### src/rtl/aes_pkg.sv
// Shared types and constants for the AES cipher round controller.
// block_t keeps FIPS-197 byte 0 in the most significant byte (index 15).
package aes_pkg;

  typedef logic [15:0][7:0] block_t;

  localparam int NR_AES128 = 10;

  typedef enum logic [1:0] {
    ST_IDLE = 2'd0,
    ST_RUN  = 2'd1,
    ST_DONE = 2'd2
  } state_e;

endpackage

### src/rtl/aes_cipher_ctrl.sv
// Iterative AES encryption controller: sequences NR rounds through an external
// combinational round datapath and hands the ciphertext out with valid/ready.
module aes_cipher_ctrl
  import aes_pkg::*;
#(
  parameter int NR = NR_AES128
) (
  input  logic       clk,
  input  logic       rst_n,
  input  logic       in_valid,
  output logic       in_ready,
  input  block_t     key_in,
  input  block_t     data_in,
  output logic       out_valid,
  input  logic       out_ready,
  output block_t     data_out,
  output block_t     rd_data,
  output block_t     rd_key,
  output logic [3:0] rd_rc,
  output logic       rd_last,
  input  block_t     rd_out,
  input  block_t     rd_keyout
);

  // NR must lie in 1..15 so the round index fits the 4-bit rd_rc port.
  localparam logic [3:0] NR_W = 4'(NR);

  state_e     r_fsm;
  state_e     w_fsm_nxt;
  block_t     r_data;
  block_t     r_key;
  logic [3:0] r_rc;
  logic       r_live;
  logic       w_accept;
  logic       w_ready;

  // Ready is held low until the first edge after reset release.
  always_ff @(posedge clk or negedge rst_n) begin
    if (!rst_n) begin
      r_live <= 1'b0;
    end else begin
      r_live <= 1'b1;
    end
  end

  // FSM state register.
  always_ff @(posedge clk or negedge rst_n) begin
    if (!rst_n) begin
      r_fsm <= ST_IDLE;
    end else begin
      r_fsm <= w_fsm_nxt;
    end
  end

  // Handshake decode and next-state logic.
  always_comb begin
    w_fsm_nxt = r_fsm;
    w_ready   = 1'b0;
    unique case (r_fsm)
      ST_IDLE: begin
        w_ready = r_live;
      end
      ST_RUN: begin
        w_ready = 1'b0;
      end
      ST_DONE: begin
        w_ready = r_live & out_ready;
      end
      default: begin
        w_ready = 1'b0;
      end
    endcase
    w_accept = w_ready & in_valid;

    unique case (r_fsm)
      ST_IDLE: begin
        if (w_accept) begin
          w_fsm_nxt = ST_RUN;
        end else begin
          w_fsm_nxt = ST_IDLE;
        end
      end
      ST_RUN: begin
        if (r_rc == NR_W) begin
          w_fsm_nxt = ST_DONE;
        end else begin
          w_fsm_nxt = ST_RUN;
        end
      end
      ST_DONE: begin
        if (w_accept) begin
          w_fsm_nxt = ST_RUN;
        end else if (out_ready) begin
          w_fsm_nxt = ST_IDLE;
        end else begin
          w_fsm_nxt = ST_DONE;
        end
      end
      default: begin
        w_fsm_nxt = ST_IDLE;
      end
    endcase
  end

  // State, round key and round counter; an accept in DONE restarts directly.
  always_ff @(posedge clk or negedge rst_n) begin
    if (!rst_n) begin
      r_data <= {16{8'h00}};
      r_key  <= {16{8'h00}};
      r_rc   <= 4'd0;
    end else if (w_accept) begin
      r_data <= data_in ^ key_in;
      r_key  <= key_in;
      r_rc   <= 4'd1;
    end else if (r_fsm == ST_RUN) begin
      r_data <= rd_out;
      r_key  <= rd_keyout;
      if (r_rc != NR_W) begin
        r_rc <= r_rc + 4'd1;
      end
    end
  end

  assign in_ready  = w_ready;
  assign out_valid = (r_fsm == ST_DONE);
  assign data_out  = (r_fsm == ST_DONE) ? r_data : {16{8'h00}};
  assign rd_data   = r_data;
  assign rd_key    = r_key;
  assign rd_rc     = r_rc;
  assign rd_last   = (r_fsm == ST_RUN) && (r_rc == NR_W);

endmodule

### config.mk
export PLATFORM = sky130hd
export DESIGN_NAME = aes_cipher_ctrl
export DESIGN_NICKNAME = d
export VERILOG_FILES = /design/src/rtl/aes_pkg.sv /design/src/rtl/aes_cipher_ctrl.sv
export SDC_FILE = /design/constraint.sdc
export NUM_CORES = 1
export LEC_CHECK = 0
export ABC_CLOCK_PERIOD_IN_PS = 2200
export BUFFER_PORTS_ARGS = -buffer_cell sky130_fd_sc_hd__buf_2
export CAP_MARGIN = 20
export CORE_AREA = 8 8 343 345
export CTS_CLUSTER_SIZE = 12
export DETAILED_ROUTE_END_ITERATION = 10
export DIE_AREA = 0 0 351 353
export RECOVER_POWER = 50
export SLEW_MARGIN = 20
export SYNTH_ARGS = -nofsm -noshare
export SYNTH_HDL_FRONTEND = slang
export SYNTH_SLANG_ARGS = --single-unit
export TNS_END_PERCENT = 100
### constraint.sdc
create_clock -name clk -period 2.2 [get_ports clk]
set_clock_uncertainty 0.05 [all_clocks]
set_input_delay 0.44 -clock clk [delete_from_list [all_inputs] [get_ports clk]]
set_output_delay 0.44 -clock clk [all_outputs]
set_load 0.02 [all_outputs]
## After elaboration in Yosys (flattened, before gate mapping)

Index checks and enable logic that the tools add are counted.

- Flip-flop bits (word level): 263
- Input port bits: 516
- Logic and storage cells: 62

- $add $sub $neg: 1
- Equal/unequal tests: 4
- Multiplexer cells: 14
- Bitwise logic cells: 3
- Reductions and logical operators: 5

Operator list:

| kind | number |
|---|---|
| $mux W128 | 5 |
| $xor A128 B128 Y128 | 1 |
| $mux W4 | 3 |
| $mux W2 | 3 |
| $pmux W2 S3 | 1 |
| $add A4 B1 Y4 const B | 1 |
| $eq A4 B4 Y1 const B | 1 |
| $ne A4 B4 Y1 const B | 1 |
| $reduce_bool A2 Y1 | 2 |
| $and A1 B1 Y1 | 2 |
| $eq A2 B1 Y1 const B | 1 |
| $eq A2 B2 Y1 const B | 1 |
| $logic_not A2 Y1 | 1 |
| $pmux W1 S2 | 1 |
| $reduce_and A2 Y1 | 1 |
| $logic_and A1 B1 Y1 | 1 |
| $mux W1 | 1 |

## Longest topological paths before layout

- Word-level depth: 5
- Mapped depth: 6
- Gate-level depth less buffers: 5

## Worst setup path before layout

No wires, ideal clock.

- Path type: register to output
- Start: reg r_fsm[0]
- End: out data_out[100] (netlist name)
- Arrival time: 1310 ps
- Required time: 1710 ps
- Slack: 400 ps
- Stages on the path, launching flop included: 5
- Path buffers: 2
- Path through: dfrtp_1 nor2b_1 clkbuf_1 clkbuf_1 and2_1

RTL lines:

| element | RTL line | text |
|---|---|---|
| from (decl) | aes_cipher_ctrl.sv:28 | `state_e r_fsm;` |
| from (signal assigned) | aes_cipher_ctrl.sv:51 | `r_fsm <= w_fsm_nxt;` |
| to (decl) | aes_cipher_ctrl.sv:16 | `output block_t data_out,` |

==> parameters.txt <==
Parameter                              Value

Status
  Run status ... complete, but fails checks
  Failing checks ... negative setup slack

Clock tree
  Buffer depth of the longest clock path ... 3
  Number of buffers added by the clock tree synthesis step ... 35
  Clock transition at path regs ... 0.07 ns
  CTS H-tree depth ... 2
  TritonCTS sink count ... 263
  Clock tree from TritonCTS ... built
  Clk root buf ... clkbuf_16
  Clock latency reported for the late side of the worst-skew pair ... 0.56 ns

Placed design
  Number of input and output port buffers inserted ... 906
  RePlAce Congestion ... 0.960
  Number of cells in the design after placement ... 3537
  Minimum setup slack after placement ... 0.212 ns
  Dpl hpwl ... 73800 µm

STA
  Achievable Freq ... 0.413 GHz
  Final-layout worst hold slack ... 0.0804 ns
  Share of the clock period used by the worst path after layout ... 110%
  Number of slew-limit violations in the final report ... 0
  Transition at the pin with the smallest max-transition slack ... 1.05 ns
  Worst-case headroom to the max-slew limit ... 29.8%
  Setup repair after global routing missed its margin ... true
  Setup total negative slack ... -27.14 ns
  Finish-stage setup viols ... 244
  Final worst path period need ... 2.42 ns
  Final worst-path setup slack ... -0.220 ns
  Final-report hold violation count ... 0

Worst setup path
  Data required time at the worst endpoint ... 1.71 ns
  Critical path startpoint category ... flop
  Timing startpoint of the critical path ... r_fsm[0]$_DFF_PN0_
  Ordered cell list for the critical path ... nor2b_4, buf_8, buf_16, and2_1, buf_2
  Depth of the worst register-to-register path ... 8
  Slowest stage cell, crit path ... dfrtp_2
  Critical path type ... reg2out
  Worst R2R End ... rd_data[95]$_DFFE_PN0P_
  Arrival time at the worst endpoint ... 1.93 ns
  Reg2Reg Launch Point ... r_fsm[0]$_DFF_PN0_
  Maximum fanout count along the critical path ... 32
  Flop2flop setup slack ... -0.14 ns
  Biggest cell delay along the critical path ... 0.43 ns
  Crit end category ... output pin

Worst hold path
  Startpoint of the most critical hold path ... key_in[77]
  Hold WC Path Type ... in2reg
  Worst Hold Path EP ... rd_key[77]$_DFFE_PN0P_
  Hold Path Depth ... 2

Cells and area
  Total number of nets in the final design ... 2615
  Layout cells sized above 1 ... 44.9%
  Highest-count cells in the layout ignoring fill and taps ... buf_2, dfrtp_1, mux2i_1
  Layout overhead on the synthesized area ... 61.6%
  Final cell count without fillers ... 3633
  Most common cell after layout, fill and taps aside ... buf_2

Synth
  Number of synthesized register bits ... 263
  Cell type contributing the most total cell area after synthesis ... dfrtp_1
  Synth Warn # ... 0
  Share of the synthesized area in the top cell type ... 47.6%
  Multiplexer area fraction after synthesis ... 18.5%
  Fraction of the mapped netlist area in compound gates ... 9.74%
  Syn Inst Count ... 1151
  Adder-cell share of the synthesized area ... 0.181%
  Area fraction in and, or, nand and nor cells after synthesis ... 12.3%
  Sequential element share of the synthesized area ... 47.6%
  Largest family of logic cells by synthesized area ... multiplexers
  Area share of xor/xnor cells in the synthesized design ... 8.11%
  Distinct cells, synth ... 27
  Main area contributors after synthesis ... dfrtp_1, mux2i_1, and2_1
  Cell Area, Synth ... 0.0138 mm²
  Post-Syn Nets ... 1669
  Mean post-synth cell area ... 12.0 µm²

Die
  Horizontal die dimension ... 351 µm
  Placeable core area ... 0.112 mm²
  Count of standard-cell rows ... 123
  Initial standard-cell utilization of the core ... 12.3%
  Height of the die ... 353 µm
  Die area ... 0.124 mm²
  IO Pins ... 907

Job
  Max Cap Violations ... 0

GRT
  Aggregate global routing overflow ... 0
  Antenna violations before repair ... 47
  Global-route total usage across every layer ... 13.8%
  Global-route wire length before repair ... 121000 µm
  Via count of the first global-routing pass ... 14623
  Largest net degree at the start of global routing ... 68

Power and ir drop
  Lkg Pwr ... 11.0 nW
  Total power divided by cell area ... 1330 mW/mm²
  Worst supply voltage drop on vdd ... 0.601 mV

Drt
  Wire length on met1 ... 38700 µm
  Routed via count divided by cell count ... 3.79
  Initial DRT Pass Iterations ... 4
  Total wirelength of the detailed-routed design ... 90900 µm
  Met2 WL ... 43000 µm
  Wirelength per Cell ... 25.0 µm
  Total number of vias ... 13758
  Uppermost routed layer ... met5
  Number of DRC markers in iteration 0 ... 843
  DRT antenna net count ... 0
  DR WL met3 ... 6730 µm
  DRC violations left ... 0
[repair_timing]
item,in CTS,in global routing
cloned,6,0
pin swaps,9,1
endpoints found under the hold margin,32,0
gates resized for setup,173,19
setup buffers,15,2
setup endpoints to repair,131,131
hold buffers,1,0
[worst max-delay path, delay by kind of cell (launching register included)]
family | cells | cell delay, ns
buf+inv | 3 | 0.53
simple gates | 2 | 0.35
flops | 1 | 0.43
[state kept, by name, summed over array words and instances, names as in the netlist]
| name | cells |
|---|---|
| r_fsm | 2 |
| r_live | 1 |
| rd_key | 128 |
| rd_data | 128 |
| rd_rc | 4 |
[synth_stat cells]
cell and number:
a21o_1 1, a21oi_1 5, a221o_1 128, a31oi_1 1, and2_1 257, and2b_1 1
and3_1 1, and3b_1 1, buf_2 40, buf_4 5, buf_6 10, clkbuf_1 31
conb_1 1, dfrtp_1 263, ha_1 2, inv_1 3, mux2i_1 256, nand2b_1 2
nand3_1 3, nand3b_1 1, nor2_1 1, nor2b_1 2, nor3_1 1, o21ai_0 4
o21ai_1 1, or3_1 2, xnor2_1 128
[where the power goes]
group          leakage (nW)  switching, W  internal [W]
registers              3.11       0.00254       0.00729
clock network         0.559       0.00244       0.00336
logic                  7.35       0.00870       0.00537
total                  11.0        0.0137        0.0160
[metal layers]
metal	GRT usage (%)	vias to the layer above
met4	3.69	6
met1	17.6	6867
li1	-	6005
met2	23.1	731
met5	0	-
met3	3.53	149
[final cells by class]
| cell class | count | area [µm²] |
|---|---|---|
| repair buffers | 995 | 5820 |
| well taps | 1500 | 1880 |
| fillers | 12461 | 89600 |
| inverters | 3 | 11.3 |
| clock inverters | 7 | 53.8 |
| clock buffers | 56 | 1080 |
| diodes | 10 | 25.0 |
| multi-input cells | 799 | 6880 |
| flip-flops and latches | 263 | 6580 |
[kinds of logic (layout without fill, tap and decap cells)]
kind of cell	count (synthesis)	in the layout
buffers and inverters	89	1061
XOR/XNOR	128	128
AND/OR/NAND/NOR	272	272
AO/OA/AOI/OAI	140	140
flip-flops	263	263
adder cells (fa/ha/maj)	2	2
multiplexers	256	256
other	1	11
[per-stage QoR]
step | instance area [µm²] | util (%) | total power, W
after global routing | 22300 | 19.9 | 0.0312
after floorplan | 13800 | - | 0.0172
after detailed placement | 20600 | 18.4 | 0.0241
after CTS | 22600 | 20.2 | 0.0304
after global placement | 20600 | 18.4 | 0.0240
final | 22300 | 20.0 | 0.0297
[worst max path at each step]
| stage | to | slack, ns | depth (start not counted) |
|---|---|---|---|
| finish | data_out[54] | -0.22 | 5 |
| global route | data_out[83] | -0.30 | 6 |
| CTS | data_out[54] | -0.28 | 5 |
| detailed placement | rd_key[74]$_DFFE_PN0P_ | 0.21 | 5 |
| global placement | rd_key[60]$_DFFE_PN0P_ | 0.25 | 5 |
| floorplan | data_out[100] | 0.40 | 4 |
Power figures use the tool's default switching activity.
